`src/rtl/cpu_pkg.sv`:
```
// ---------------------------------------------------------------------------
// cpu_pkg
// Shared definitions for the reduced-instruction-set controller: FSM state
// encoding, opcode/op field values, one-hot writeback select codes and ALU
// operation codes. Imported by instr_dec and cpu_controller.
// ---------------------------------------------------------------------------
package cpu_pkg;

  // Controller FSM states. WAIT is encoded as zero.
  typedef enum logic [2:0] {
    S_WAIT   = 3'd0,
    S_DECODE = 3'd1,
    S_GET_A  = 3'd2,
    S_GET_B  = 3'd3,
    S_ALU    = 3'd4,
    S_WR_REG = 3'd5,
    S_WR_IMM = 3'd6
  } state_t;

  // Opcode field ir[15:13]
  localparam logic [2:0] OPC_ALU = 3'b101;
  localparam logic [2:0] OPC_MOV = 3'b110;

  // Op field ir[12:11] within each opcode class
  localparam logic [1:0] OP_MOV_REG = 2'b00;
  localparam logic [1:0] OP_MOV_IMM = 2'b10;
  localparam logic [1:0] OP_ADD     = 2'b00;
  localparam logic [1:0] OP_CMP     = 2'b01;
  localparam logic [1:0] OP_AND     = 2'b10;
  localparam logic [1:0] OP_MVN     = 2'b11;

  // One-hot writeback source select
  localparam logic [3:0] VSEL_NONE  = 4'b0000;
  localparam logic [3:0] VSEL_MDATA = 4'b0001;
  localparam logic [3:0] VSEL_IMM   = 4'b0010;
  localparam logic [3:0] VSEL_PC    = 4'b0100;
  localparam logic [3:0] VSEL_C     = 4'b1000;

  // ALU operations
  localparam logic [1:0] ALU_ADD  = 2'b00;
  localparam logic [1:0] ALU_SUB  = 2'b01;
  localparam logic [1:0] ALU_AND  = 2'b10;
  localparam logic [1:0] ALU_NOTB = 2'b11;

endpackage

```
`src/rtl/instr_dec.sv`:
```
// ---------------------------------------------------------------------------
// instr_dec
// Purely combinational decode of the latched instruction register.
// Ports:
//   ir          in   16   latched instruction
//   rn, rd, rm  out  3    register index fields
//   sh          out  2    shifter op field
//   alu_sel     out  2    ALU op to use in the ALU step
//   is_mov_imm  out  1    MOV Rn,#imm8
//   is_mov_reg  out  1    MOV Rd,Rm,sh
//   is_cmp      out  1    CMP (status only, no writeback)
//   uses_rn     out  1    instruction reads Rn into A (ADD/CMP/AND)
//   legal       out  1    opcode/op pair is one of the six supported
//   sximm8      out  DW   sign-extended ir[7:0]
// ---------------------------------------------------------------------------
module instr_dec
  import cpu_pkg::*;
#(
  parameter int DW = 16
) (
  input  logic [15:0]   ir,
  output logic [2:0]    rn,
  output logic [2:0]    rd,
  output logic [2:0]    rm,
  output logic [1:0]    sh,
  output logic [1:0]    alu_sel,
  output logic          is_mov_imm,
  output logic          is_mov_reg,
  output logic          is_cmp,
  output logic          uses_rn,
  output logic          legal,
  output logic [DW-1:0] sximm8
);

  logic [2:0] opcode;
  logic [1:0] op;
  logic       alu_class;
  logic       mov_class;

  // Field extraction; the imm8 field overlaps Rd/sh/Rm by design.
  always_comb begin
    opcode = ir[15:13];
    op     = ir[12:11];
    rn     = ir[10:8];
    rd     = ir[7:5];
    sh     = ir[4:3];
    rm     = ir[2:0];
    sximm8 = {{(DW-8){ir[7]}}, ir[7:0]};
  end

  // Classification. Every op value is legal under the ALU opcode, while
  // only two of the four are legal under the MOV opcode. MOV reg reuses
  // the adder with A forced to zero, so its ALU op is always ADD.
  always_comb begin
    alu_class  = (opcode == OPC_ALU);
    mov_class  = (opcode == OPC_MOV);
    is_mov_imm = mov_class && (op == OP_MOV_IMM);
    is_mov_reg = mov_class && (op == OP_MOV_REG);
    is_cmp     = alu_class && (op == OP_CMP);
    uses_rn    = alu_class && (op != OP_MVN);
    legal      = alu_class || is_mov_imm || is_mov_reg;
    alu_sel    = is_mov_reg ? ALU_ADD : op;
  end

endmodule

```
`src/rtl/cpu_controller.sv`:
```
// ---------------------------------------------------------------------------
// cpu_controller
// Multi-cycle Moore controller for the 16-bit register/shifter/ALU datapath.
// Latches one instruction per start pulse and steps the datapath through
// read A, read B, ALU and writeback, one step per cycle.
// Ports:
//   clk       in   1    rising-edge clock
//   reset_n   in   1    synchronous active-low reset
//   s         in   1    start, only looked at in WAIT
//   instr     in   IW   instruction, captured when accepted
//   w         out  1    high while idle in WAIT
//   readnum   out  3    register file read index
//   writenum  out  3    register file write index
//   write     out  1    register file write enable
//   loada     out  1    A register enable
//   loadb     out  1    B register enable
//   asel      out  1    zero into ALU A input
//   bsel      out  1    sximm into ALU B input
//   loadc     out  1    C register enable
//   loads     out  1    status register enable
//   vsel      out  4    one-hot writeback source
//   shift     out  2    shifter op
//   ALUop     out  2    ALU op
//   sximm8    out  DW   sign-extended ir[7:0]
// ---------------------------------------------------------------------------
module cpu_controller
  import cpu_pkg::*;
#(
  parameter int DW = 16,
  parameter int IW = 16
) (
  input  logic          clk,
  input  logic          reset_n,
  input  logic          s,
  input  logic [IW-1:0] instr,
  output logic          w,
  output logic [2:0]    readnum,
  output logic [2:0]    writenum,
  output logic          write,
  output logic          loada,
  output logic          loadb,
  output logic          asel,
  output logic          bsel,
  output logic          loadc,
  output logic          loads,
  output logic [3:0]    vsel,
  output logic [1:0]    shift,
  output logic [1:0]    ALUop,
  output logic [DW-1:0] sximm8
);

  state_t        state;
  state_t        next_state;
  logic [IW-1:0] ir;

  logic [2:0] rn;
  logic [2:0] rd;
  logic [2:0] rm;
  logic [1:0] sh;
  logic [1:0] alu_sel;
  logic       is_mov_imm;
  logic       is_mov_reg;
  logic       is_cmp;
  logic       uses_rn;
  logic       legal;

  instr_dec #(
    .DW(DW)
  ) u_dec (
    .ir         (ir[15:0]),
    .rn         (rn),
    .rd         (rd),
    .rm         (rm),
    .sh         (sh),
    .alu_sel    (alu_sel),
    .is_mov_imm (is_mov_imm),
    .is_mov_reg (is_mov_reg),
    .is_cmp     (is_cmp),
    .uses_rn    (uses_rn),
    .legal      (legal),
    .sximm8     (sximm8)
  );

  // State and instruction register. The instruction is only captured on
  // the accept edge so it stays stable for the whole multi-cycle sequence.
  always_ff @(posedge clk) begin
    if (!reset_n) begin
      state <= S_WAIT;
      ir    <= '0;
    end else begin
      state <= next_state;
      if (state == S_WAIT && s) begin
        ir <= instr;
      end
    end
  end

  // Next-state logic. MVN and MOV reg skip the A read since they never use
  // Rn; illegal encodings fall straight back to WAIT from DECODE.
  always_comb begin
    next_state = state;
    case (state)
      S_WAIT:   next_state = s ? S_DECODE : S_WAIT;
      S_DECODE: begin
        if (is_mov_imm)   next_state = S_WR_IMM;
        else if (uses_rn) next_state = S_GET_A;
        else if (legal)   next_state = S_GET_B;
        else              next_state = S_WAIT;
      end
      S_GET_A:  next_state = S_GET_B;
      S_GET_B:  next_state = S_ALU;
      S_ALU:    next_state = is_cmp ? S_WAIT : S_WR_REG;
      S_WR_REG: next_state = S_WAIT;
      S_WR_IMM: next_state = S_WAIT;
      default:  next_state = S_WAIT;
    endcase
  end

  // Moore output decode from state and ir only, so nothing on s or instr
  // can reach a strobe combinationally. At most one enable is raised per
  // state.
  always_comb begin
    w        = 1'b0;
    readnum  = 3'd0;
    writenum = 3'd0;
    write    = 1'b0;
    loada    = 1'b0;
    loadb    = 1'b0;
    asel     = 1'b0;
    bsel     = 1'b0;
    loadc    = 1'b0;
    loads    = 1'b0;
    vsel     = VSEL_NONE;
    shift    = 2'b00;
    ALUop    = ALU_ADD;
    case (state)
      S_WAIT:   w = 1'b1;
      S_GET_A: begin
        readnum = rn;
        loada   = 1'b1;
      end
      S_GET_B: begin
        readnum = rm;
        loadb   = 1'b1;
      end
      S_ALU: begin
        shift = sh;
        asel  = is_mov_reg;
        ALUop = alu_sel;
        if (is_cmp) loads = 1'b1;
        else        loadc = 1'b1;
      end
      S_WR_REG: begin
        writenum = rd;
        vsel     = VSEL_C;
        write    = 1'b1;
      end
      S_WR_IMM: begin
        writenum = rn;
        vsel     = VSEL_IMM;
        write    = 1'b1;
      end
      default: ;
    endcase
  end

endmodule

```
`config.mk`:
```
export PLATFORM = sky130hd
export DESIGN_NAME = cpu_controller
export DESIGN_NICKNAME = d
export VERILOG_FILES = /design/src/rtl/cpu_pkg.sv /design/src/rtl/instr_dec.sv /design/src/rtl/cpu_controller.sv
export SDC_FILE = /design/constraint.sdc
export NUM_CORES = 1
export LEC_CHECK = 0
export ABC_AREA = 0
export ABC_CLOCK_PERIOD_IN_PS = 3850
export BUFFER_PORTS_ARGS = -buffer_cell sky130_fd_sc_hd__buf_2
export CAP_MARGIN = 25
export CORE_MARGIN = 2
export CORE_UTILIZATION = 50
export CTS_BUF_LIST = sky130_fd_sc_hd__clkbuf_8
export DETAILED_ROUTE_END_ITERATION = 8
export GPL_TIMING_DRIVEN = 1
export PLACE_DENSITY = 0.93
export RECOVER_POWER = 25
export SYNTH_ARGS = -nofsm -noshare
export SYNTH_HDL_FRONTEND = slang
export SYNTH_SLANG_ARGS = --single-unit
```
`constraint.sdc`:
```
create_clock -name clk -period 3.85 [get_ports clk]
set_input_delay 0.77 -clock clk [delete_from_list [all_inputs] [get_ports clk]]
set_output_delay 0.77 -clock clk [all_outputs]
set_load 0.1 [all_outputs]
```
Yosys cells after proc, flatten, opt, wreduce, memory -nomap -nowiden
Cells that the tools add are included.
{"block": "totals", "output_inout_bits": 38, "regBits": 19, "latch_bits": 0, "input_bits": 19, "rom_bits": 0, "n_memories": 0, "mem_bits_rw": 0, "elab_cells": 44}
{"block": "op_classes", "reduce_logical": 10, "shifts": 0, "bitwise": 0, "eq_ne": 11, "add_sub_neg": 0, "order_cmp": 0, "muxes": 21, "mul": 0, "div": 0}
{"operator": "$eq 3x3->1 const B", "n": 5}
{"operator": "$pmux 3 s5", "n": 1}
{"operator": "$pmux 3 s2", "n": 2}
{"operator": "$mux 1", "n": 10}
{"operator": "$mux 2", "n": 5}
{"operator": "$pmux 4 s2", "n": 1}
{"operator": "$eq 3x2->1 const B", "n": 2}
{"operator": "$mux 3", "n": 2}
{"operator": "$logic_and 1x1->1", "n": 5}
{"operator": "$eq 3x1->1 const B", "n": 1}
{"operator": "$logic_not 3->1", "n": 1}
{"operator": "$eq 2x1->1 const B", "n": 1}
{"operator": "$eq 2x2->1 const B", "n": 1}
{"operator": "$logic_not 2->1", "n": 1}
{"operator": "$logic_or 1x1->1", "n": 2}
{"operator": "$ne 2x2->1 const B", "n": 1}
{"operator": "$reduce_or 2->1", "n": 1}

Depth between registers and ports, before layout
Gate-level depths: netlist (run 1).
{"block": "depth", "word_depth": 8, "mapped_depth": 5, "mapped_depth_nobuf": 4}

By module
A second synthesis (run 1) with hierarchy kept.
{"block": "unflattened", "hier_cells": 151, "area_unflattened_um2": 1196.1}
{"mod": "cpu_controller", "area_per_inst_um2": 923.4, "seq_area_each_um2": 380.4, "instances": 1, "cells_per_inst": 114}
{"mod": "instr_dec", "area_per_inst_um2": 272.8, "seq_area_each_um2": 0.0, "instances": 1, "cells_per_inst": 37}

Worst setup path after synthesis (run 1)
No wires, ideal clock.
{"block": "synth_timing", "path_kind": "reg-to-output", "start": "reg state[1]", "end": "out writenum[0]", "required_time_ns": 3.080, "path_stages_with_launch": 5, "path_buffers": 1, "arrival_time_ns": 2.925, "setup_slack_ns": 0.155, "path_cell_list": "dfxtp_1 > buf_2 > nand2_1 > nor2_1 > a22o_1"}
{"block": "synth_via", "elab_chain_cells": 2, "word_cells_on_any_way": 3, "classes_between": "eq/ne: 2; mux: 1"}
{"element": "from (decl)", "line_no": "cpu_controller.sv:52", "text": "state_t state;"}
{"element": "from (signal assigned)", "line_no": "cpu_controller.sv:91", "text": "state <= next_state;"}
{"element": "$eq 3x3->1", "line_no": "cpu_controller.sv:136", "text": "case (state)"}
{"element": "$pmux 3 s2 *", "line_no": "cpu_controller.sv:136"}
{"element": "to (decl)", "line_no": "cpu_controller.sv:38", "text": "output logic [2:0] writenum,"}
Every way passes the cells marked *; elsewhere a longest branch is shown, timed or not.

Final worst setup path (run 1)
{"block": "layout_timing", "start": "in s", "end": "reg ir[10]"}
{"block": "layout_via", "elab_chain_cells": 1}
{"element": "from (decl)", "line_no": "cpu_controller.sv:34", "text": "input logic s,"}
{"element": "$logic_and 1x1->1", "line_no": "cpu_controller.sv:92", "text": "if (state == S_WAIT && s) begin"}
{"element": "to (signal assigned)", "line_no": "cpu_controller.sv:93", "text": "ir <= instr;"}
{"element": "to (decl)", "line_no": "cpu_controller.sv:54", "text": "logic [IW-1:0] ir;"}
No other way between the ends.
A chain may end at the register's enable or synchronous reset.

==> summary.txt, run 1 <==
Power and ir drop
  • Peak supply drop: 0.000256 V
  • Leak: 0.649 nW
  • Power Density: 388 nW/um^2

Setup path
  • R2R setup slack: 1.10 ns
  • CP Data Arrival Time: 3.06 ns
  • FF-to-FF Start: state[0]
  • Worst setup path start: s
  • Kind of start point of the critical path: input pin
  • CP max FO: 16
  • Worst EP required: 4.01 ns
  • WS Path Type: in2reg
  • Crit path capture type: flop

CTS
  • Clock sinks: 19
  • Setup Fix Bufs, Post-CTS: 0
  • Clk Latency, worst-skew pair: 0.25 ns
  • Root Buffer Master: clkbuf_8
  • CTS tree: built
  • Worst-path clk slew: 0.07 ns
  • CTS Buffer Depth: 2
  • Cts hold-fix bufs: 0
  • CTS Buf Count: 3
  • Cts repair resizes: 0
  • H-tree depth: 1

Yosys
  • Synth warn: 0
  • Post-Syn Instances: 140
  • Seq/Total Area, Yosys: 0.335
  • Register bit total from synthesis: 19
  • Mean Syn Cell Area: 8.11 um^2
  • Post-synthesis cell type count: 29
  • Cell area after synthesis: 1130 um^2

STA
  • Pin slew with the least headroom to its limit: 2.28 ns
  • Worst Skew: 0.00540 ns
  • Max-slew violations: 17
  • Headroom to the max-slew limit: -0.540
  • Final hold slack: 0.478 ns
  • Final Cycle Share: 0.754
  • TNS Setup: 0 ns
  • Fin crit period: 2.90 ns
  • # setup viols final: 0
  • Hold Vio Cnt, Final: 0
  • RSZ-0062 raised after global routing: no
  • Highest clock rate: 0.345 GHz

GRT
  • Grt ovf: 0
  • Number of global-route vias before repair: 935
  • Met2 usage: 0.376
  • Met3 usage: 0.0316
  • First-pass GRT wire length: 4070 um
  • Met1 usage: 0.223
  • Largest net degree at the start of global routing: 18
  • Initial antenna violation count: 0
  • GRT busiest layer: met2
  • Total track usage: 0.202

Finish
  • Layout fillers: 208
  • Nets: 192
  • Commonest non-fill, non-tap cells in the layout: 52 x buf_2, 36 x nand2_1, 19 x dfxtp_1
  • N_diodes: 0
  • Post-layout util: 0.584
  • Most common cell after layout, fill and taps aside: buf_2
  • P&R area growth vs syn: 11.7%
  • Layout cells sized above 1: 0.326

Job
  • Max-cap viol count: 1

Run status
  • Outcome: complete, but fails checks
  • Failing checks: capacitance limit, slew limit

Placement
  • DP HPWL: 1860 um
  • RD Place Congestion: 0.856
  • Port Buffers: 53

Die
  • # IOs: 57
  • Initial Utilization: 0.523
  • FP Rows: 17
  • DIE WIDTH: 51.6 um
  • Die area: 2670 um^2
  • Core ar.: 2170 um^2
  • Die H: 51.6 um

Worst hold path
  • Worst hold path class: reg2reg
  • Hold Startpoint: ir[8]

Route
  • Drt total wl: 2450 um
  • Initial DRC Count: 16
  • Routed len/inst: 12.3 um
  • DRT Pass-1 Iters: 4
  • DRC: 0
  • Antenna Nets Post-Route: 0
  • Vias per cell: 5.01
  • Vias post-DR: 1002
metrics by stage:
step / power (mW) / area (um^2) / cells / worst slack [ns]
3_5_place_dp: 0.366 / 1240 / 196 / 1.44
3_3_place_gp: 0.363 / 1240 / 196 / 1.57
2_1_floorplan: 0.359 / 1140 / 142 / 0.155
4_1_cts: 0.496 / 1290 / 200 / 1.17
6_report: 0.492 / 1270 / 200 / 0.949
5_1_grt: 0.511 / 1270 / 200 / 0.527
area by class of cell:
class	instances	area (um^2)	area share
Timing Repair Buffer	53	264	0.208
Inverter	2	7.51	0.00592
Sequential cell	19	380	0.300
Clock buffer	3	41.3	0.0326
Multi-Input combinational cell	94	536	0.423
Tap cell	28	35.0	0.0276
Clock inverter	1	3.75	0.00296
worst paths after layout:
kind	endpoint	cells past startpoint
worst min register to register	ir[8]	2
worst min-delay path	ir[8]	2
worst max-delay path	ir[10]	4
worst max register to register	ir[10]	3
per-layer routing:
| metal | routed length, um | part of all wire |
|---|---|---|
| met5 | 0 | 0 |
| met4 | 51 | 0.021 |
| met3 | 107 | 0.044 |
| met2 | 1310 | 0.54 |
| met1 | 983 | 0.40 |
kinds of logic after synthesis:
family                 synth area share
buffers and inverters             0.182
XOR/XNOR                        0.00772
flip-flops                        0.335
other                           0.00330
AO/OA/AOI/OAI                     0.194
AND/OR/NAND/NOR                   0.278
flip-flops by register name, indices dropped and copies added (netlist names):
signal and cells:
state 3, ir 16
Yosys cell counts (all sizes together):
cell type / number / area share
nor4b: 2 / 0.029
buf: 25 / 0.17
nand2b: 1 / 0.0055
xor2: 1 / 0.0077
dfxtp: 19 / 0.34
o21ai: 5 / 0.022
inv: 2 / 0.0066
a21boi: 16 / 0.11
nor3: 1 / 0.0044
nor3b: 2 / 0.018
a22o: 6 / 0.046
conb: 1 / 0.0033
nor2b: 1 / 0.0055
clkbuf: 2 / 0.0066
nand2: 36 / 0.12
a31oi: 2 / 0.011
and3b: 2 / 0.015
nor2: 4 / 0.013
or4b: 1 / 0.0088
nand3b: 1 / 0.0066
and4b: 1 / 0.0088
a21oi: 2 / 0.0088
and4bb: 1 / 0.011
and2: 6 / 0.033
where the power goes:
| part | leakage, nW | switching [mW] | internal [mW] |
|---|---|---|---|
| clock network | 0.0269 | 0.0628 | 0.0708 |
| logic | 0.466 | 0.114 | 0.0250 |
| registers | 0.156 | 0.0119 | 0.207 |
| total | 0.649 | 0.189 | 0.303 |
worst max-delay path: stages:
cell	delay, ns
clkbuf_1	0.12
nor4b_1	1.78
nand2_1	0.14
a21boi_0	0.26
Power figures use the tool's default switching activity.
==> run 2, diff against run 1 <==
--- a/config.mk
+++ b/config.mk
@@ -5,16 +5,16 @@
 export SDC_FILE = /design/constraint.sdc
 export NUM_CORES = 1
 export LEC_CHECK = 0
-export ABC_AREA = 0
-export ABC_CLOCK_PERIOD_IN_PS = 3850
+export ABC_AREA = 1
+export ABC_CLOCK_PERIOD_IN_PS = 2700
 export BUFFER_PORTS_ARGS = -buffer_cell sky130_fd_sc_hd__buf_2
 export CAP_MARGIN = 25
 export CORE_MARGIN = 2
-export CORE_UTILIZATION = 50
+export CORE_UTILIZATION = 46
 export CTS_BUF_LIST = sky130_fd_sc_hd__clkbuf_8
 export DETAILED_ROUTE_END_ITERATION = 8
 export GPL_TIMING_DRIVEN = 1
-export PLACE_DENSITY = 0.93
+export PLACE_DENSITY = 0.88
 export RECOVER_POWER = 25
 export SYNTH_ARGS = -nofsm -noshare
 export SYNTH_HDL_FRONTEND = slang
==> constraint.sdc (replaced) <==
create_clock -name clk -period 2.7 [get_ports clk]
set_input_delay 0.54 -clock clk [delete_from_list [all_inputs] [get_ports clk]]
set_output_delay 0.54 -clock clk [all_outputs]
set_load 0.1 [all_outputs]
==> summary.txt, run 2 <==
Finish
  • Most common cell after layout, fill and taps aside: buf_2
  • FF/Latch Area: 380 um^2 (unchanged)
  • Post-layout util: 0.571 (-0.0129)
  • Top Registers: ir: 16 flops, state: 3 flops
  • N_diodes: 0 (unchanged)
  • Layout cells sized above 1: 0.355 (+0.0293)
  • Commonest non-fill, non-tap cells in the layout: 53 x buf_2, 27 x inv_1, 19 x dfxtp_1
  • Register with the most flip-flops: ir
  • Largest register FFs: 16 (unchanged)
  • Multi-input logic area: 437 um^2 (-18%)
  • Nets: 206 (+7.3%)
  • Layout fillers: 225 (+8.2%)
  • P&R area growth vs syn: 16.8%

Route
  • Initial DRC Count: 20 (+4)
  • Antenna Nets Post-Route: 0 (unchanged)
  • Drt total wl: 2410 um (-1.8%)
  • DRC: 0 (unchanged)
  • Vias post-DR: 1069 (+6.7%)
  • Routed len/inst: 11.3 um (-8.2%)
  • Vias per cell: 5.00 (-0.29%)
  • DRT Pass-1 Iters: 4 (unchanged)

GRT
  • Grt ovf: 0 (unchanged)
  • Number of global-route vias before repair: 935 (unchanged)
  • Initial antenna violation count: 0 (unchanged)
  • Largest net degree at the start of global routing: 31 (+13)
  • First-pass GRT wire length: 3750 um (-7.8%)
  • Total track usage: 0.185 (-0.0162)

STA
  • Max-slew violations: 0 (-17)
  • # setup viols final: 0 (unchanged)
  • Pin slew with the least headroom to its limit: 0.926 ns (-1.35 ns)
  • RSZ-0062 raised after global routing: no
  • Headroom to the max-slew limit: 0.381 (+0.921)
  • Final hold slack: 0.477 ns (-0.00137 ns)
  • Fin crit period: 2.28 ns
  • Final Cycle Share: 0.846
  • Worst Skew: 0.000686 ns (-0.00472 ns)
  • Highest clock rate: 0.438 GHz
  • Hold Vio Cnt, Final: 0 (unchanged)

CTS
  • Cts hold-fix bufs: 0 (unchanged)
  • Root Buffer Master: clkbuf_8
  • CTS Buf Count: 3 (unchanged)
  • Clock sinks: 19 (unchanged)
  • CTS tree: built
  • CTS Buffer Depth: 2 (unchanged)
  • Cts repair resizes: 0 (unchanged)
  • Worst-path clk slew: 0.07 ns (about the same)
  • Setup Fix Bufs, Post-CTS: 0 (unchanged)
  • Clk Latency, worst-skew pair: 0.26 ns (about the same)
  • H-tree depth: 1 (unchanged)

Run status
  • Outcome: complete, no violations

Setup path
  • Cell Chain, Critical Path: inv_1, nor2_1, inv_1, nor2_1, buf_2
  • Slowest CP cell: dfxtp_1
  • Worst EP required: 2.16 ns (-1.85 ns)
  • Kind of start point of the critical path: flop
  • Max stage delay on crit path: 0.50 ns (-1.28 ns)
  • Crit path capture type: output pin
  • Buf/Inv on CP: 3 (+2)
  • WS Path Type: reg2out
  • Critical path's top delay family: buffers and inverters
  • CP Data Arrival Time: 1.74 ns (-1.32 ns)
  • CP max FO: 6 (-10)

Yosys
  • Post-synthesis cell type count: 19 (-34%)
  • Post-Syn Instances: 150 (+7.1%)
  • Post-synth EDFFs: 0 (unchanged)
  • Seq/Total Area, Yosys: 0.351 (+0.0163)
  • Synth top cells by count: 25 x inv_1, 19 x buf_4, 19 x dfxtp_1
  • Top-count cell post-synth: inv_1
  • Cell area after synthesis: 1080 um^2 (-4.6%)
  • Main area contributors after synthesis: dfxtp_1 35%, buf_4 13%, inv_1 8.7%
  • Mean Syn Cell Area: 7.22 um^2 (-11%)
  • Register bit total from synthesis: 19 (unchanged)
  • Dominant cell type by area after synthesis: dfxtp_1
  • Post-synth top flop: dfxtp_1
  • Share of the synthesized area in the top cell type: 0.351 (+0.0163)
  • Synth warn: 0 (unchanged)
  • Async SR Flop Fraction: 0 (unchanged)

Power and ir drop
  • Power Density: 622 nW/um^2 (+60%)
  • Power, Total: 0.786 mW (+60%)
  • Leak: 0.696 nW (+7.3%)
  • Peak supply drop: 0.000339 V (+32%)

Die
  • Core ar.: 2210 um^2 (+2.0%)
  • FP Rows: 17 (unchanged)
  • Die area: 2760 um^2 (+3.4%)
  • # IOs: 57 (unchanged)
  • Die H: 52.5 um (+1.7%)
  • Initial Utilization: 0.489 (-0.0338)
  • DIE WIDTH: 52.5 um (+1.7%)

Placement
  • Port Buffers: 53 (unchanged)
  • DP HPWL: 1840 um (-1.0%)
  • RD Place Congestion: 0.832 (-2.9%)

Job
  • Max-cap viol count: 0 (-1)

Worst hold path
  • Worst hold path class: reg2reg
==> run 2: changes by cell type after synthesis, sizes merged, moves of 6 or more <==
cell	previous run	this run
and2	6	0
inv	2	27
nand2	36	18
nor2	4	13
a22o	6	0
a21boi	16	0
o22ai	0	6
o21ai	5	14
a21oi	2	17
nand3	0	8
==> run 2: metal layers <==
| metal | wire, um | part of all wire | global-route usage |
|---|---|---|---|
| met4 | 44 | 0.018 | 0.124 |
| met3 | 176 | 0.073 | 0.0229 |
| met1 | 983 | 0.41 | 0.207 |
| met2 | 1210 | 0.50 | 0.325 |
| met5 | 0 | 0 | 0 |
==> run 2: area by class of cell <==
class / count / area share
clock buffer: 3 / 0.0327
sequential: 19 / 0.301
tap: 28 / 0.0277
clock inverter: 1 / 0.00297
multi-input combinational: 83 / 0.346
timing repair buffer: 53 / 0.210
inverter: 27 / 0.0802
==> run 2: stage by stage <==
step	cells	cell area (um^2)	setup slack [ns]	setup TNS, ns
6_report	214	1260	0.416	0
5_1_grt	214	1260	0.351	0
4_1_cts	214	1290	0.420	0
3_5_place_dp	210	1240	0.733	0
3_3_place_gp	210	1240	0.776	0
2_1_floorplan	152	1120	-0.168	-0.503
==> run 2: logic make-up after synthesis <==
| kind of cell | count (synthesis) | synth area share |
|---|---|---|
| AND/OR/NAND/NOR | 42 | 0.179 |
| buffers and inverters | 50 | 0.260 |
| other | 1 | 0.00346 |
| AO/OA/AOI/OAI | 38 | 0.206 |
| flip-flops | 19 | 0.351 |
==> run 2: worst paths after layout <==
| kind | startpoint | to | slack, ns | cells past startpoint |
|---|---|---|---|---|
| min | ir[6] | ir[6] | 0.48 | 2 |
| min reg2reg | ir[6] | ir[6] | 0.48 | 2 |
| max reg2reg | state[0] | ir[12] | 0.77 | 6 |
| max | state[2] | loads | 0.42 | 5 |
==> run 2: where the power goes <==
part | internal [mW] | switching [mW] | leakage, nW
logic | 0.0419 | 0.233 | 0.512
registers | 0.302 | 0.0144 | 0.157
clock network | 0.101 | 0.0936 | 0.0269
==> run 2: worst min-delay path: stages (launching register included) <==
cell and delay, ns:
dfxtp_1 0.31, inv_1 0.07, a21oi_1 0.06
==> run 3, diff against run 2 <==
--- a/config.mk
+++ b/config.mk
@@ -6,15 +6,15 @@
 export NUM_CORES = 1
 export LEC_CHECK = 0
 export ABC_AREA = 1
-export ABC_CLOCK_PERIOD_IN_PS = 2700
+export ABC_CLOCK_PERIOD_IN_PS = 2050
 export BUFFER_PORTS_ARGS = -buffer_cell sky130_fd_sc_hd__buf_2
 export CAP_MARGIN = 25
 export CORE_MARGIN = 2
-export CORE_UTILIZATION = 46
+export CORE_UTILIZATION = 42
 export CTS_BUF_LIST = sky130_fd_sc_hd__clkbuf_8
 export DETAILED_ROUTE_END_ITERATION = 8
 export GPL_TIMING_DRIVEN = 1
-export PLACE_DENSITY = 0.88
+export PLACE_DENSITY = 0.85
 export RECOVER_POWER = 25
 export SYNTH_ARGS = -nofsm -noshare
 export SYNTH_HDL_FRONTEND = slang
==> constraint.sdc (replaced) <==
create_clock -name clk -period 2.05 [get_ports clk]
set_input_delay 0.41 -clock clk [delete_from_list [all_inputs] [get_ports clk]]
set_output_delay 0.41 -clock clk [all_outputs]
set_load 0.1 [all_outputs]
==> summary.txt, run 3 (synthesis results as in run 2) <==
Run status
  • Outcome: complete, no violations

GRT
  • Initial antenna violation count: 0 (unchanged)
  • Largest net degree at the start of global routing: 31 (unchanged)
  • First-pass GRT wire length: 3840 um (+2.4%)
  • Grt ovf: 0 (unchanged)
  • Total track usage: 0.181 (-0.00416)
  • Number of global-route vias before repair: 930 (-0.53%)

Die
  • DIE WIDTH: 54.8 um (+4.3%)
  • Die area: 3000 um^2 (+8.8%)
  • # IOs: 57 (unchanged)
  • Die H: 54.8 um (+4.3%)
  • Initial Utilization: 0.441 (-0.0484)
  • Core ar.: 2450 um^2 (+11%)
  • FP Rows: 18 (+1)

STA
  • Hold Vio Cnt, Final: 0 (unchanged)
  • Final Cycle Share: 0.952
  • Max-slew violations: 0 (unchanged)
  • Pin slew with the least headroom to its limit: 0.527 ns (-0.399 ns)
  • Final hold slack: 0.422 ns (-0.0554 ns)
  • TNS Setup: 0 ns (unchanged)
  • Highest clock rate: 0.512 GHz
  • Fin crit period: 1.95 ns
  • Worst Skew: 0.00192 ns (+0.00124 ns)
  • RSZ-0062 raised after global routing: no
  • Headroom to the max-slew limit: 0.648 (+0.267)
  • # setup viols final: 0 (unchanged)

Finish
  • P&R area growth vs syn: 42.9%
  • Top Registers: ir: 16 flops, state: 3 flops
  • Largest register FFs: 16 (unchanged)
  • Nets: 206 (unchanged)
  • Most common cell after layout, fill and taps aside: buf_2
  • Layout fillers: 219 (-2.7%)
  • Layout cells sized above 1: 0.419 (+0.0645)
  • Commonest non-fill, non-tap cells in the layout: 39 x buf_2, 24 x inv_1, 17 x dfxtp_1
  • Register with the most flip-flops: ir
  • N_diodes: 0 (unchanged)

Placement
  • DP HPWL: 1910 um (+3.9%)
  • Port Buffers: 53 (unchanged)
  • RD Place Congestion: 0.785 (-5.6%)

Route
  • Vias per cell: 4.72 (-5.5%)
  • DRC: 0 (unchanged)
  • Antenna Nets Post-Route: 0 (unchanged)
  • Drt total wl: 2420 um (+0.33%)
  • Vias post-DR: 1020 (-4.6%)
  • DRT Pass-1 Iters: 5 (+1)
  • Initial DRC Count: 19 (-5.0%)
  • Routed len/inst: 11.2 um (-0.60%)

CTS
  • CTS Buffer Depth: 2 (unchanged)
  • CTS tree: built
  • Worst-path clk slew: 0.07 ns (about the same)
  • Root Buffer Master: clkbuf_8
  • Clk Latency, worst-skew pair: 0.25 ns (about the same)
  • CTS Buf Count: 3 (unchanged)
  • Clock sinks: 19 (unchanged)
  • H-tree depth: 1 (unchanged)

Setup path
  • CP Data Arrival Time: 1.54 ns (-0.20 ns)
  • Worst setup path start: state[0]
  • Worst EP required: 1.64 ns (-0.52 ns)
  • Kind of start point of the critical path: flop
  • FF-to-FF Start: state[0]
  • WS Path Type: reg2out
  • CP max FO: 6 (unchanged)
  • Crit path capture type: output pin

Power and ir drop
  • Clk pwr share: 0.248 (about the same)
  • Leak: 0.735 nW (+5.6%)
  • Power Density: 677 nW/um^2 (+8.9%)
  • Net Switching: 0.458 mW (+34%)
  • Peak supply drop: 0.000512 V (+51%)
  • Sw Share: 0.438 (+0.00348)
  • Seq pwr share: 0.397 (-0.005)
  • Pint: 0.589 mW (+32%)
  • Logic pwr share: 0.355 (+0.005)

Worst hold path
  • Hold Startpoint: instr[13]
  • Worst hold path class: in2reg

Job
  • Max-cap viol count: 0 (unchanged)
-- run 3: cell types whose count changed in the layout (fill, tap and decap cells not counted), sizes merged --
cell,delta
clkinv,+1
inv,-1
-- run 3: cell type report --
class                           instances  area [um^2]  share of cell area
Multi-Input combinational cell         83          498               0.322
Timing Repair Buffer                   53          475               0.307
Sequential cell                        19          385               0.249
Inverter                               27          104              0.0672
Clock buffer                            3         41.3              0.0267
Tap cell                               30         37.5              0.0243
Clock inverter                          1         5.00             0.00324
-- run 3: critical path, cell delays in order, from the launching register on --
cell and delay (ns):
dfxtp_1 0.36, inv_1 0.16, nand2_4 0.07, nor2_1 0.18, inv_2 0.14, nor3_4 0.17
buf_12 0.20
-- run 3: stage by stage --
| step | cell area, um^2 | worst slack, ns | util | instances | power (mW) |
|---|---|---|---|---|---|
| floorplan | 1180 | -0.519 | - | 152 | 0.791 |
| global placement | 1520 | 0.308 | 0.617 | 212 | 0.798 |
| detailed placement | 1520 | 0.285 | 0.617 | 212 | 0.804 |
| CTS | 1560 | 0.0888 | 0.637 | 216 | 1.06 |
| global route | 1550 | 0.0168 | 0.630 | 216 | 1.09 |
| finish | 1550 | 0.0977 | 0.630 | 216 | 1.05 |
-- run 3: power by group through the flow --
stage / Sequential [mW] / Clock [mW] / Combinational, mW
5_1_grt: 0.420 / 0.277 / 0.393
3_5_place_dp: 0.424 / 0 / 0.381
2_1_floorplan: 0.421 / 0 / 0.370
6_report: 0.416 / 0.259 / 0.372
3_3_place_gp: 0.423 / 0 / 0.375
4_1_cts: 0.416 / 0.261 / 0.381
-- run 3: routing by layer --
| metal | global-route usage | vias up | wire length, um | share of wire |
|---|---|---|---|---|
| li1 | - | 531 | - | - |
| met1 | 0.198 | 438 | 985 | 0.41 |
| met2 | 0.321 | 47 | 1190 | 0.49 |
| met3 | 0.0546 | 4 | 210 | 0.087 |
| met4 | 0.0750 | 0 | 34 | 0.014 |
| met5 | 0 | - | 0 | 0 |
-- run 3: path summary, 6_finish.rpt --
kind / end / slack [ns] / cells past startpoint
setup / recovery: asel / 0.1 / 6
hold / removal: ir[13] / 0.42 / 3
setup reg to reg: ir[12] / 0.46 / 6
hold reg to reg: ir[6] / 0.47 / 2
-- run 3: what timing repair did --
item                       4_1_cts  5_1_grt
resized for setup                1        1
setup buffers                    0        0
hold buffers                     0        0
setup endpoints to repair        4        1
